==> src/rtl/mem_ctrl_pkg.sv <==
// mem_ctrl_pkg: shared encodings and constants for the memory controller.
// No ports. Holds FSM state encoding, access-width (memcnf) codes, bus widths,
// default UART address / fetch length, and a memcnf -> byte-count helper.
package mem_ctrl_pkg;

  localparam int MemDataBus = 32;
  localparam int InstBus    = 32;
  localparam int NUM_LANES  = MemDataBus / 8;
  localparam int LANE_W     = 2;

  localparam logic [31:0] IO_ADDR_DEFAULT    = 32'h0003_0000;
  localparam int          ICACHE_LEN_DEFAULT = 4;

  localparam logic [1:0] MEMCNF_NONE = 2'b00;
  localparam logic [1:0] MEMCNF_BYTE = 2'b01;
  localparam logic [1:0] MEMCNF_HALF = 2'b10;
  localparam logic [1:0] MEMCNF_WORD = 2'b11;

  typedef enum logic [1:0] {ST_IDLE, ST_READ, ST_WRITE, ST_DONE} state_e;
  typedef enum logic {OWN_D, OWN_I} owner_e;

  // Number of byte transfers for a dcache access width.
  function automatic logic [2:0] memcnf_len(input logic [1:0] cnf);
    case (cnf)
      MEMCNF_BYTE: return 3'd1;
      MEMCNF_HALF: return 3'd2;
      MEMCNF_WORD: return 3'd4;
      default:     return 3'd0;
    endcase
  endfunction

endpackage

==> src/rtl/mem_ctrl_byte_lane.sv <==
// mem_byte_lane: combinational byte-lane steering.
//   wr_lane/wdata -> dout     : picks byte wr_lane of the write word
//   rd_lane/rbuf/din -> rbuf_ins : rbuf with byte rd_lane replaced by din
module mem_byte_lane
  import mem_ctrl_pkg::*;
(
  input  logic [LANE_W-1:0]     wr_lane,
  input  logic [MemDataBus-1:0] wdata,
  output logic [7:0]            dout,
  input  logic [LANE_W-1:0]     rd_lane,
  input  logic [MemDataBus-1:0] rbuf,
  input  logic [7:0]            din,
  output logic [MemDataBus-1:0] rbuf_ins
);

  logic [NUM_LANES-1:0][7:0] wl, rl, il;

  assign wl       = wdata;
  assign rl       = rbuf;
  assign dout     = wl[wr_lane];
  assign rbuf_ins = il;

  for (genvar l = 0; l < NUM_LANES; l++) begin : g_lane
    assign il[l] = (rd_lane == LANE_W'(l)) ? din : rl[l];
  end

endmodule

==> src/rtl/mem_ctrl.sv <==
// mem_ctrl: arbitrates dcache/icache onto a byte-wide single-port RAM/IO bus.
//   clk, rst (async, active-high)
//   d_*    : dcache request (held until done pulse), read data + pulses
//   i_*    : icache fetch request, flush, fetch data + pulse
//   io_buffer_full : stalls dcache writes to IO_ADDR
//   mem_*  : byte bus; mem_din is valid the cycle after its address
module mem_ctrl
  import mem_ctrl_pkg::*;
#(
  parameter logic [31:0] IO_ADDR    = IO_ADDR_DEFAULT,
  parameter int          ICACHE_LEN = ICACHE_LEN_DEFAULT
) (
  input  logic                  clk,
  input  logic                  rst,
  input  logic                  d_data_needed,
  input  logic [31:0]           d_addr,
  input  logic                  d_wr,
  input  logic [1:0]            d_memcnf,
  input  logic [MemDataBus-1:0] d_data_write,
  output logic                  d_data_available,
  output logic [MemDataBus-1:0] d_data,
  output logic                  d_addr_needed,
  input  logic                  i_needed,
  input  logic [31:0]           i_addr,
  input  logic                  i_flush,
  output logic                  i_available,
  output logic [InstBus-1:0]    i_data,
  input  logic                  io_buffer_full,
  input  logic [7:0]            mem_din,
  output logic [7:0]            mem_dout,
  output logic [31:0]           mem_a,
  output logic                  mem_wr
);

  state_e                state_q, state_d;
  owner_e                owner_q, owner_d;
  logic [2:0]            k_q, k_d, len_q, len_d;
  logic [31:0]           addr_q, addr_d;
  logic [MemDataBus-1:0] wdata_q, wdata_d, rbuf_q, rbuf_d;
  logic [MemDataBus-1:0] d_data_q, d_data_d;
  logic [InstBus-1:0]    i_data_q, i_data_d;
  logic                  d_avail_q, d_avail_d, d_done_q, d_done_d, i_avail_q, i_avail_d;

  logic                  d_ok, i_ok, rd_last, wr_last, flush_hit;
  logic [7:0]            lane_dout;
  logic [MemDataBus-1:0] rbuf_ins;

  // A UART write while the buffer is full is simply not accepted; the held
  // request retries itself every IDLE cycle.
  assign d_ok      = d_data_needed && (d_memcnf != MEMCNF_NONE) &&
                     !(d_wr && (d_addr == IO_ADDR) && io_buffer_full);
  assign i_ok      = i_needed && !i_flush;
  assign rd_last   = (k_q == len_q);
  assign wr_last   = (k_q == len_q - 3'd1);
  assign flush_hit = (owner_q == OWN_I) && i_flush;

  mem_byte_lane u_lane (
    .wr_lane  (k_q[1:0]),
    .wdata    (wdata_q),
    .dout     (lane_dout),
    .rd_lane  (k_q[1:0] - 2'd1),  // byte from address k-1 arrives at step k
    .rbuf     (rbuf_q),
    .din      (mem_din),
    .rbuf_ins (rbuf_ins)
  );

  // State register and datapath flops
  always_ff @(posedge clk or posedge rst) begin
    if (rst) begin
      state_q   <= ST_IDLE;
      owner_q   <= OWN_D;
      k_q       <= '0;
      len_q     <= '0;
      addr_q    <= '0;
      wdata_q   <= '0;
      rbuf_q    <= '0;
      d_data_q  <= '0;
      i_data_q  <= '0;
      d_avail_q <= 1'b0;
      d_done_q  <= 1'b0;
      i_avail_q <= 1'b0;
    end else begin
      state_q   <= state_d;
      owner_q   <= owner_d;
      k_q       <= k_d;
      len_q     <= len_d;
      addr_q    <= addr_d;
      wdata_q   <= wdata_d;
      rbuf_q    <= rbuf_d;
      d_data_q  <= d_data_d;
      i_data_q  <= i_data_d;
      d_avail_q <= d_avail_d;
      d_done_q  <= d_done_d;
      i_avail_q <= i_avail_d;
    end
  end

  // Next state
  always_comb begin
    state_d = state_q;
    case (state_q)
      ST_IDLE: begin
        if (d_ok)      state_d = d_wr ? ST_WRITE : ST_READ;
        else if (i_ok) state_d = ST_READ;
      end
      ST_READ: begin
        if (flush_hit)    state_d = ST_IDLE;
        else if (rd_last) state_d = ST_DONE;
      end
      ST_WRITE: if (wr_last) state_d = ST_DONE;
      default:  state_d = ST_IDLE;  // DONE: single cooldown cycle
    endcase
  end

  // Datapath next values
  always_comb begin
    owner_d   = owner_q;
    k_d       = k_q;
    len_d     = len_q;
    addr_d    = addr_q;
    wdata_d   = wdata_q;
    rbuf_d    = rbuf_q;
    d_data_d  = d_data_q;
    i_data_d  = i_data_q;
    d_avail_d = 1'b0;
    d_done_d  = 1'b0;
    i_avail_d = 1'b0;
    case (state_q)
      ST_IDLE: begin
        k_d    = '0;
        rbuf_d = '0;  // unused upper lanes of short reads come back as zero
        if (d_ok) begin
          owner_d = OWN_D;
          addr_d  = d_addr;
          wdata_d = d_data_write;
          len_d   = memcnf_len(d_memcnf);
        end else if (i_ok) begin
          owner_d = OWN_I;
          addr_d  = i_addr;
          len_d   = 3'(ICACHE_LEN);
        end
      end
      ST_READ: begin
        if (!flush_hit) begin
          if (k_q != 3'd0) rbuf_d = rbuf_ins;
          if (rd_last) begin
            if (owner_q == OWN_D) begin
              d_data_d  = rbuf_ins;
              d_avail_d = 1'b1;
            end else begin
              i_data_d  = rbuf_ins;
              i_avail_d = 1'b1;
            end
          end else begin
            k_d = k_q + 3'd1;
          end
        end
      end
      ST_WRITE: begin
        if (wr_last) d_done_d = 1'b1;
        else         k_d = k_q + 3'd1;
      end
      default: ;
    endcase
  end

  // Bus outputs
  always_comb begin
    mem_a    = '0;
    mem_wr   = 1'b0;
    mem_dout = '0;
    case (state_q)
      ST_READ: if (k_q < len_q) mem_a = addr_q + 32'(k_q);
      ST_WRITE: begin
        mem_a    = addr_q + 32'(k_q);
        mem_wr   = 1'b1;
        mem_dout = lane_dout;
      end
      default: ;
    endcase
  end

  assign d_data_available = d_avail_q;
  assign d_addr_needed    = d_done_q;
  assign d_data           = d_data_q;
  assign i_available      = i_avail_q;
  assign i_data           = i_data_q;

endmodule
==> config.mk <==
export PLATFORM = sky130hd
export DESIGN_NAME = mem_ctrl
export DESIGN_NICKNAME = d
export VERILOG_FILES = /design/src/rtl/mem_ctrl_pkg.sv /design/src/rtl/mem_ctrl_byte_lane.sv /design/src/rtl/mem_ctrl.sv
export SDC_FILE = /design/constraint.sdc
export NUM_CORES = 1
export LEC_CHECK = 0
export CORE_MARGIN = 1
export CORE_UTILIZATION = 45
export DETAILED_ROUTE_END_ITERATION = 8
export PLACE_DENSITY = 0.82
export SETUP_SLACK_MARGIN = 0.02
export SLEW_MARGIN = 20
export SYNTH_ARGS = -nofsm -noshare
export SYNTH_HDL_FRONTEND = slang
export SYNTH_SLANG_ARGS = --single-unit
==> constraint.sdc <==
create_clock -name clk -period 5.27 [get_ports clk]
set_input_delay 1.054 -clock clk [delete_from_list [all_inputs] [get_ports clk]]
set_output_delay 1.054 -clock clk [all_outputs]
set_load 0.03 [all_outputs]
==> results of run 1 <==
## metal layers
metal / wire length, um / up-vias / GRT usage [%]
li1: - / 3424 / -
met1: 9927 / 3445 / 31.89
met2: 11070 / 265 / 39.88
met3: 1892 / 42 / 6.658
met4: 634 / 0 / 9.954
met5: 0 / - / 0
## sequential cells by signal (all words and copies together) (netlist names)
signal / cells
owner_q: 1
i_data: 32
d_data: 32
state_q: 2
len_q: 3
wdata_q: 32
d_data_available: 1
addr_q: 32
rbuf_q: 32
d_addr_needed: 1
k_q: 3
i_available: 1
## placed cells by master (no fill, tap or decap), drive strengths merged, types with 32 or more instances in the layout
master,Yosys,final
clkdlybuf4s50,0,220
dfrtp,172,172
nor2,124,124
a21oi,72,72
inv,51,57
nand3,50,50
o21ai,43,43
nor3,38,38
mux2i,34,34
mux2,32,32
## worst max-delay path, cell delays in order, from the launching register on
cell	delay, ns
dfrtp_1	0.33
buf_4	0.25
ha_1	0.23
a21o_1	0.15
a21oi_1	0.07
buf_4	0.17
or4_4	0.57
or4_1	0.49
a21oi_1	0.15
clkdlybuf4s50_1	0.70
## synth_stat cells (6+ instances only)
library cell / number
dfrtp_1: 172
a21oi_1: 72
nor2_1: 124
nand4_1: 6
ha_1: 16
inv_1: 51
o21ai_0: 43
clkbuf_1: 50
mux2_4: 27
a311oi_1: 27
nand2_1: 23
xnor2_1: 18
and2_1: 9
nor4_1: 13
mux2i_1: 34
nor3_1: 37
mux4_2: 8
nand3_1: 49
## where the power goes
part,internal (mW),leakage (nW),switching [mW]
Sequential,1.88,2.09,0.407
Clock,0.640,0.292,0.609
Combinational,1.66,2.49,2.19
## cells by family after synthesis
kind of cell / Yosys count
adders and majority gates: 17
muxes: 74
AOI/OAI and AO/OA: 166
and+or+nand+nor: 300
buffers and inverters: 106
DFF: 172
xor gates and xnor gates: 24
## how the worst max path moves through the flow
| stage | cells after the start | endpoint | from |
|---|---|---|---|
| 2_1_floorplan | 6 | mem_a[27] | k_q[1] |
| 5_1_grt | 9 | mem_a[27] | k_q[0] |
| 6_report | 9 | mem_a[27] | k_q[0] |
| 3_3_place_gp | 9 | mem_a[27] | k_q[0] |
| 3_5_place_dp | 9 | mem_a[27] | k_q[0] |
| 4_1_cts | 9 | mem_a[27] | k_q[0] |
## layout make-up
| cell class | count | area, um2 |
|---|---|---|
| clock inverters | 15 | 172.7 |
| clock buffers | 17 | 425.4 |
| diodes | 1 | 2.502 |
| inverters | 51 | 195.2 |
| repair buffers | 230 | 2290 |
| fillers | 1489 | 7137 |
| well taps | 234 | 292.8 |
| flip-flops and latches | 172 | 4304 |
| multi-input cells | 581 | 3949 |
==> impl_metrics.py, run 1 <==
metrics = {
    "status": {
        "run_status": "complete, no violations",
    },
    "worst_setup_path": {
        "worstRegToRegCells": 8,
        "cp-end-kind": "primary output",
        "startpoint_type": "flop",
        "crit_required_ns": 4.22,
        "r2r_slack_ns": 2.51,
        "crit_fanout": 13,
        "worstReg2RegStart": "state_q[1]",
        "critPathArrivalTime_ns": 3.54,
        "crit_type": "flop to primary output",
        "reg2reg_to": "addr_q[14]",
    },
    "yosys": {
        "synth_compound_gate_area_share_pct": 11.70,
        "synth_xor_area_share_pct": 2.589,
        "synth_top_cell_area_share_pct": 49.76,
        "synth_largest_area_cell": "dfrtp_1",
        "synth.area.top_cells": "dfrtp_1 50%, nor2_1 5.4%, mux2_4 4.7%",
        "async_reset_ff_share_pct": 100.0,
        "yosysWarningCount": 0,
        "synth_top_family_by_area": "simple AND/OR/NAND/NOR gates",
        "ys_ff_latch": 172,
        "synthAdderAreaFrac_pct": 2.546,
        "ys_seq_area_share_pct": 49.76,
        "synth_fp_nets": 989,
        "synth.distinct_cells": 59,
        "syn_inst": 859,
        "synth_enable_flop_cells": 0,
        "synth_simple_gate_area_share_pct": 17.08,
        "synth_area_um2": 8650,
        "synth_ff_type": "dfrtp_1",
        "syn_area_per_cell_um2": 10.07,
        "synthMuxAreaShare_pct": 11.36,
    },
    "sta": {
        "fin_tns_setup_ns": 0,
        "finalSetupViolations": 0,
        "finalWorstSetupSlack_ns": 0.6806,
        "layout_min_cycle_time_ns": 4.589,
        "fmax_ghz": 0.2179,
        "hold_viol": 0,
        "worstMarginPinSlew_ns": 1.031,
        "whs_ns": 0.5013,
        "max-slew-margin-rel_pct": 31.28,
        "clock_skew_ns": 0.01201,
        "finalMaxSlewViolations": 0,
        "min_period_over_period_pct": 87.08,
        "rsz0062_at_grt": "false",
    },
    "routing": {
        "drtAntennaViolNets": 0,
        "first_iter_violations": 436,
        "wire_per_inst_um": 18.08,
        "viasPerCell": 5.516,
        "drc": 0,
        "firstDrtPassIters": 5,
        "via_count": 7176,
        "drt_wl_total_um": 23530,
    },
    "global_route": {
        "grt.overflow.total": 0,
        "grt_pass1_vias": 7160,
        "grt_max_degree": 173,
        "antenna_found_initial": 1,
        "grt_util_all_layers_pct": 24.78,
        "grt_pass1_wl_um": 37920,
    },
    "cts": {
        "insertion_delay_ns": 0.44,
        "path_clk_slew_ns": 0.07,
        "post_cts_buffers": 0,
        "cts_hold_buf": 0,
        "htreeDepth": 4,
        "numCtsBuffers": 17,
        "clockBufferDepth": 2,
        "cts-resized-gates": 0,
        "cts_sinks": 172,
        "tritoncts": "done",
        "cts_root_buf": "clkbuf_16",
    },
    "die": {
        "die-area_um2": 19780,
        "rows": 50,
        "die_y_um": 140.6,
        "die_x_um": 140.6,
        "initial_utilization_pct": 46.09,
        "ios": 221,
        "core-area_um2": 18770,
    },
    "min_path": {
        "hold_path.class": "flop to flop",
        "holdPathStages": 2,
        "worstHoldStart": "rbuf_q[27]",
        "min_to": "rbuf_q[27]",
    },
    "cells_and_area": {
        "fin_area_um2": 11630,
        "drive_gt1_share_pct": 9.381,
        "utilization_pct": 61.97,
        "nets": 1183,
        "areaGrowthSynthToFinish_pct": 34.47,
        "instances_no_fill": 1301,
    },
    "place": {
        "pre_cts_ws_ns": 1.141,
        "hpwl_um": 16640,
        "dp.cells": 1268,
        "postPlaceCellArea_um2": 11030,
        "port-buffer-count": 220,
        "gp_congestion": 0.9075,
    },
    "job": {
        "cap_violations": 0,
    },
    "pwr": {
        "power_density_nw_per_um2": 635.5,
        "total_power_mw": 7.391,
        "p_leak_nw": 4.864,
        "ir_drop_mv": 0.4798,
    },
}
No activity file was read; power rests on OpenSTA's default activity.
==> run 2, diff against run 1 <==
CORE_UTILIZATION = 46   (was 45)
CTS_BUF_LIST = sky130_fd_sc_hd__clkbuf_4 sky130_fd_sc_hd__clkbuf_8   (was unset)
PLACE_DENSITY = 0.84   (was 0.82)
==> run 2 against run 1 <==
- the flow now finishes with violations (DRC)
- hold slack better by 0.0083 ns
- first-iteration DRC count is 23% higher
- power is 5.0% lower
- global-route usage is 0.15 points lower
- non-clock buffer count is 1 higher
- largest power group unchanged
==> impl_metrics.py, run 2 (same netlist as run 1, synthesis figures left out) <==
metrics = {
    "status": {
        "run_status": "complete, but fails checks",
        "violations": "DRC",
    },
    "worst_setup_path": {
        "crit_required_ns": 4.22,
        "crit_fanout": 27,
        "slowest_stage": "clkdlybuf4s50_1",
        "critPathArrivalTime_ns": 3.65,
        "cp-end-kind": "primary output",
        "crit_type": "flop to primary output",
        "startpoint_type": "flop",
        "slowest_delay_ns": 0.71,
        "cp_cell_sequence": "buf_4, ha_1, nor2b_1, o21ai_0, a31o_2, nand2_1, a21oi_1, clkdlybuf4s50_1",
    },
    "place": {
        "gp_congestion": 0.8779,
        "port-buffer-count": 220,
        "postPlaceCellArea_um2": 11030,
        "hpwl_um": 16530,
    },
    "routing": {
        "firstDrtPassIters": 9,
        "viasPerCell": 5.571,
        "wire_per_inst_um": 17.98,
        "via_count": 7215,
        "drtAntennaViolNets": 0,
        "first_iter_violations": 537,
        "drc": 18,
        "drt_wl_total_um": 23280,
    },
    "pwr": {
        "power_density_nw_per_um2": 615.8,
        "power.share.sequential_pct": 32.5,
        "power.switching_mw": 3.126,
        "clockPowerShare_pct": 12.7,
        "p_leak_nw": 4.760,
        "swShare_pct": 44.51,
        "ir_drop_mv": 0.3951,
        "p_int_mw": 3.897,
        "combPwrFrac_pct": 54.8,
    },
    "global_route": {
        "antenna_found_initial": 0,
        "grt_max_degree": 109,
        "grt_pass1_wl_um": 37490,
        "grt_util_all_layers_pct": 24.63,
        "grt_pass1_vias": 7121,
        "grt.overflow.total": 0,
    },
    "cts": {
        "cts_sinks": 172,
        "cts-resized-gates": 0,
        "insertion_delay_ns": 0.46,
        "path_clk_slew_ns": 0.09,
        "numCtsBuffers": 17,
        "cts_hold_buf": 0,
        "clockBufferDepth": 2,
        "tritoncts": "done",
        "htreeDepth": 4,
        "cts_root_buf": "clkbuf_8",
        "post_cts_buffers": 0,
    },
    "die": {
        "ios": 221,
        "initial_utilization_pct": 47.50,
        "rows": 49,
        "core-area_um2": 18210,
        "die_y_um": 139.1,
        "die-area_um2": 19360,
        "die_x_um": 139.1,
    },
    "sta": {
        "fmax_ghz": 0.2127,
        "max-slew-margin-rel_pct": 26.67,
        "min_period_over_period_pct": 89.21,
        "worstMarginPinSlew_ns": 1.100,
        "clock_skew_ns": 0.01031,
        "finalSetupViolations": 0,
        "rsz0062_at_grt": "false",
        "hold_viol": 0,
        "layout_min_cycle_time_ns": 4.701,
        "fin_tns_setup_ns": 0,
        "finalMaxSlewViolations": 0,
    },
    "cells_and_area": {
        "fill_cells": 1421,
        "areaGrowthSynthToFinish_pct": 31.87,
        "diodes": 0,
        "seqCellArea_um2": 4304,
        "nets": 1184,
        "drive_gt1_share_pct": 9.381,
        "fin_area_um2": 11410,
        "layout_common_cells": "220 x clkdlybuf4s50_1, 172 x dfrtp_1, 123 x nor2_1",
        "multiInputGateArea_um2": 3949,
        "mostFrequentLayoutCell": "clkdlybuf4s50_1",
    },
    "job": {
        "cap_violations": 0,
    },
    "min_path": {
        "hold_path.class": "flop to flop",
    },
}
-- run 2: cell types whose count changed in the layout (fill, tap and decap cells not counted), sizes merged --
cell and change:
buf +1, clkbuf +1, clkinv -6, clkinvlp +3, diode -1, inv +1
-- run 2: power groups by stage --
stage | sequential [mW] | combinational [mW] | clock [mW]
2_1_floorplan | 2.68 | 2.07 | 0
3_3_place_gp | 2.28 | 3.76 | 0
3_5_place_dp | 2.30 | 3.83 | 0
4_1_cts | 2.28 | 3.85 | 0.915
5_1_grt | 2.35 | 4.12 | 0.960
6_report | 2.29 | 3.85 | 0.891
-- run 2: cell type report --
class / count / share of cell area, %
Clock buffer: 18 / 2.172
Clock inverter: 13 / 1.108
Inverter: 51 / 1.711
Multi-Input combinational cell: 581 / 34.62
Sequential cell: 172 / 37.74
Tap cell: 229 / 2.512
Timing Repair Buffer: 231 / 20.14
-- run 2: per-stage QoR --
stage,worst slack [ns],utilization (%),instances,hold WS (ns),power [mW]
4_1_cts,0.5544,62.64,1295,0.5106,7.049
3_5_place_dp,1.063,60.59,1264,0.4899,6.131
6_report,0.5685,62.64,1295,0.5095,7.023
3_3_place_gp,1.135,60.57,1264,0.4810,6.034
2_1_floorplan,1.637,-,859,0.4681,4.744
5_1_grt,0.3067,62.64,1295,0.5285,7.432
-- run 2: worst max-delay path, delay by kind of cell (launching register included) --
kind,cells,cell delay [ns]
adders and majority gates,1,0.34
buffers and inverters,2,0.93
DFF,1,0.42
and+or+nand+nor,2,0.68
AOI/OAI and AO/OA,3,0.79
-- run 2: path summary, 6_finish.rpt --
path	startpoint	endpoint	slack, ns	cells past startpoint
min reg2reg	rbuf_q[6]	rbuf_q[6]	0.51	2
max reg2reg	state_q[1]	addr_q[9]	2.27	8
max in group asynchronous	rst	addr_q[19]	3.37	3
min in group asynchronous	rst	wdata_q[23]	0.92	2
min	rbuf_q[6]	rbuf_q[6]	0.51	2
max	k_q[1]	mem_a[19]	0.57	8
-- run 2: per-layer routing --
layer | GRT usage, % | share of wire [%] | vias to the layer above
li1 | - | - | 3422
met1 | 32.48 | 43 | 3481
met2 | 39.50 | 47 | 264
met3 | 5.628 | 7.1 | 48
met4 | 9.649 | 2.9 | 0
met5 | 0 | 0 | -
==> run 3, diff against run 2 <==
GPL_TIMING_DRIVEN = 1   (was unset)
==> results of run 3 <==
No change in the layout: final DEF, timing and power equal those of run 2.
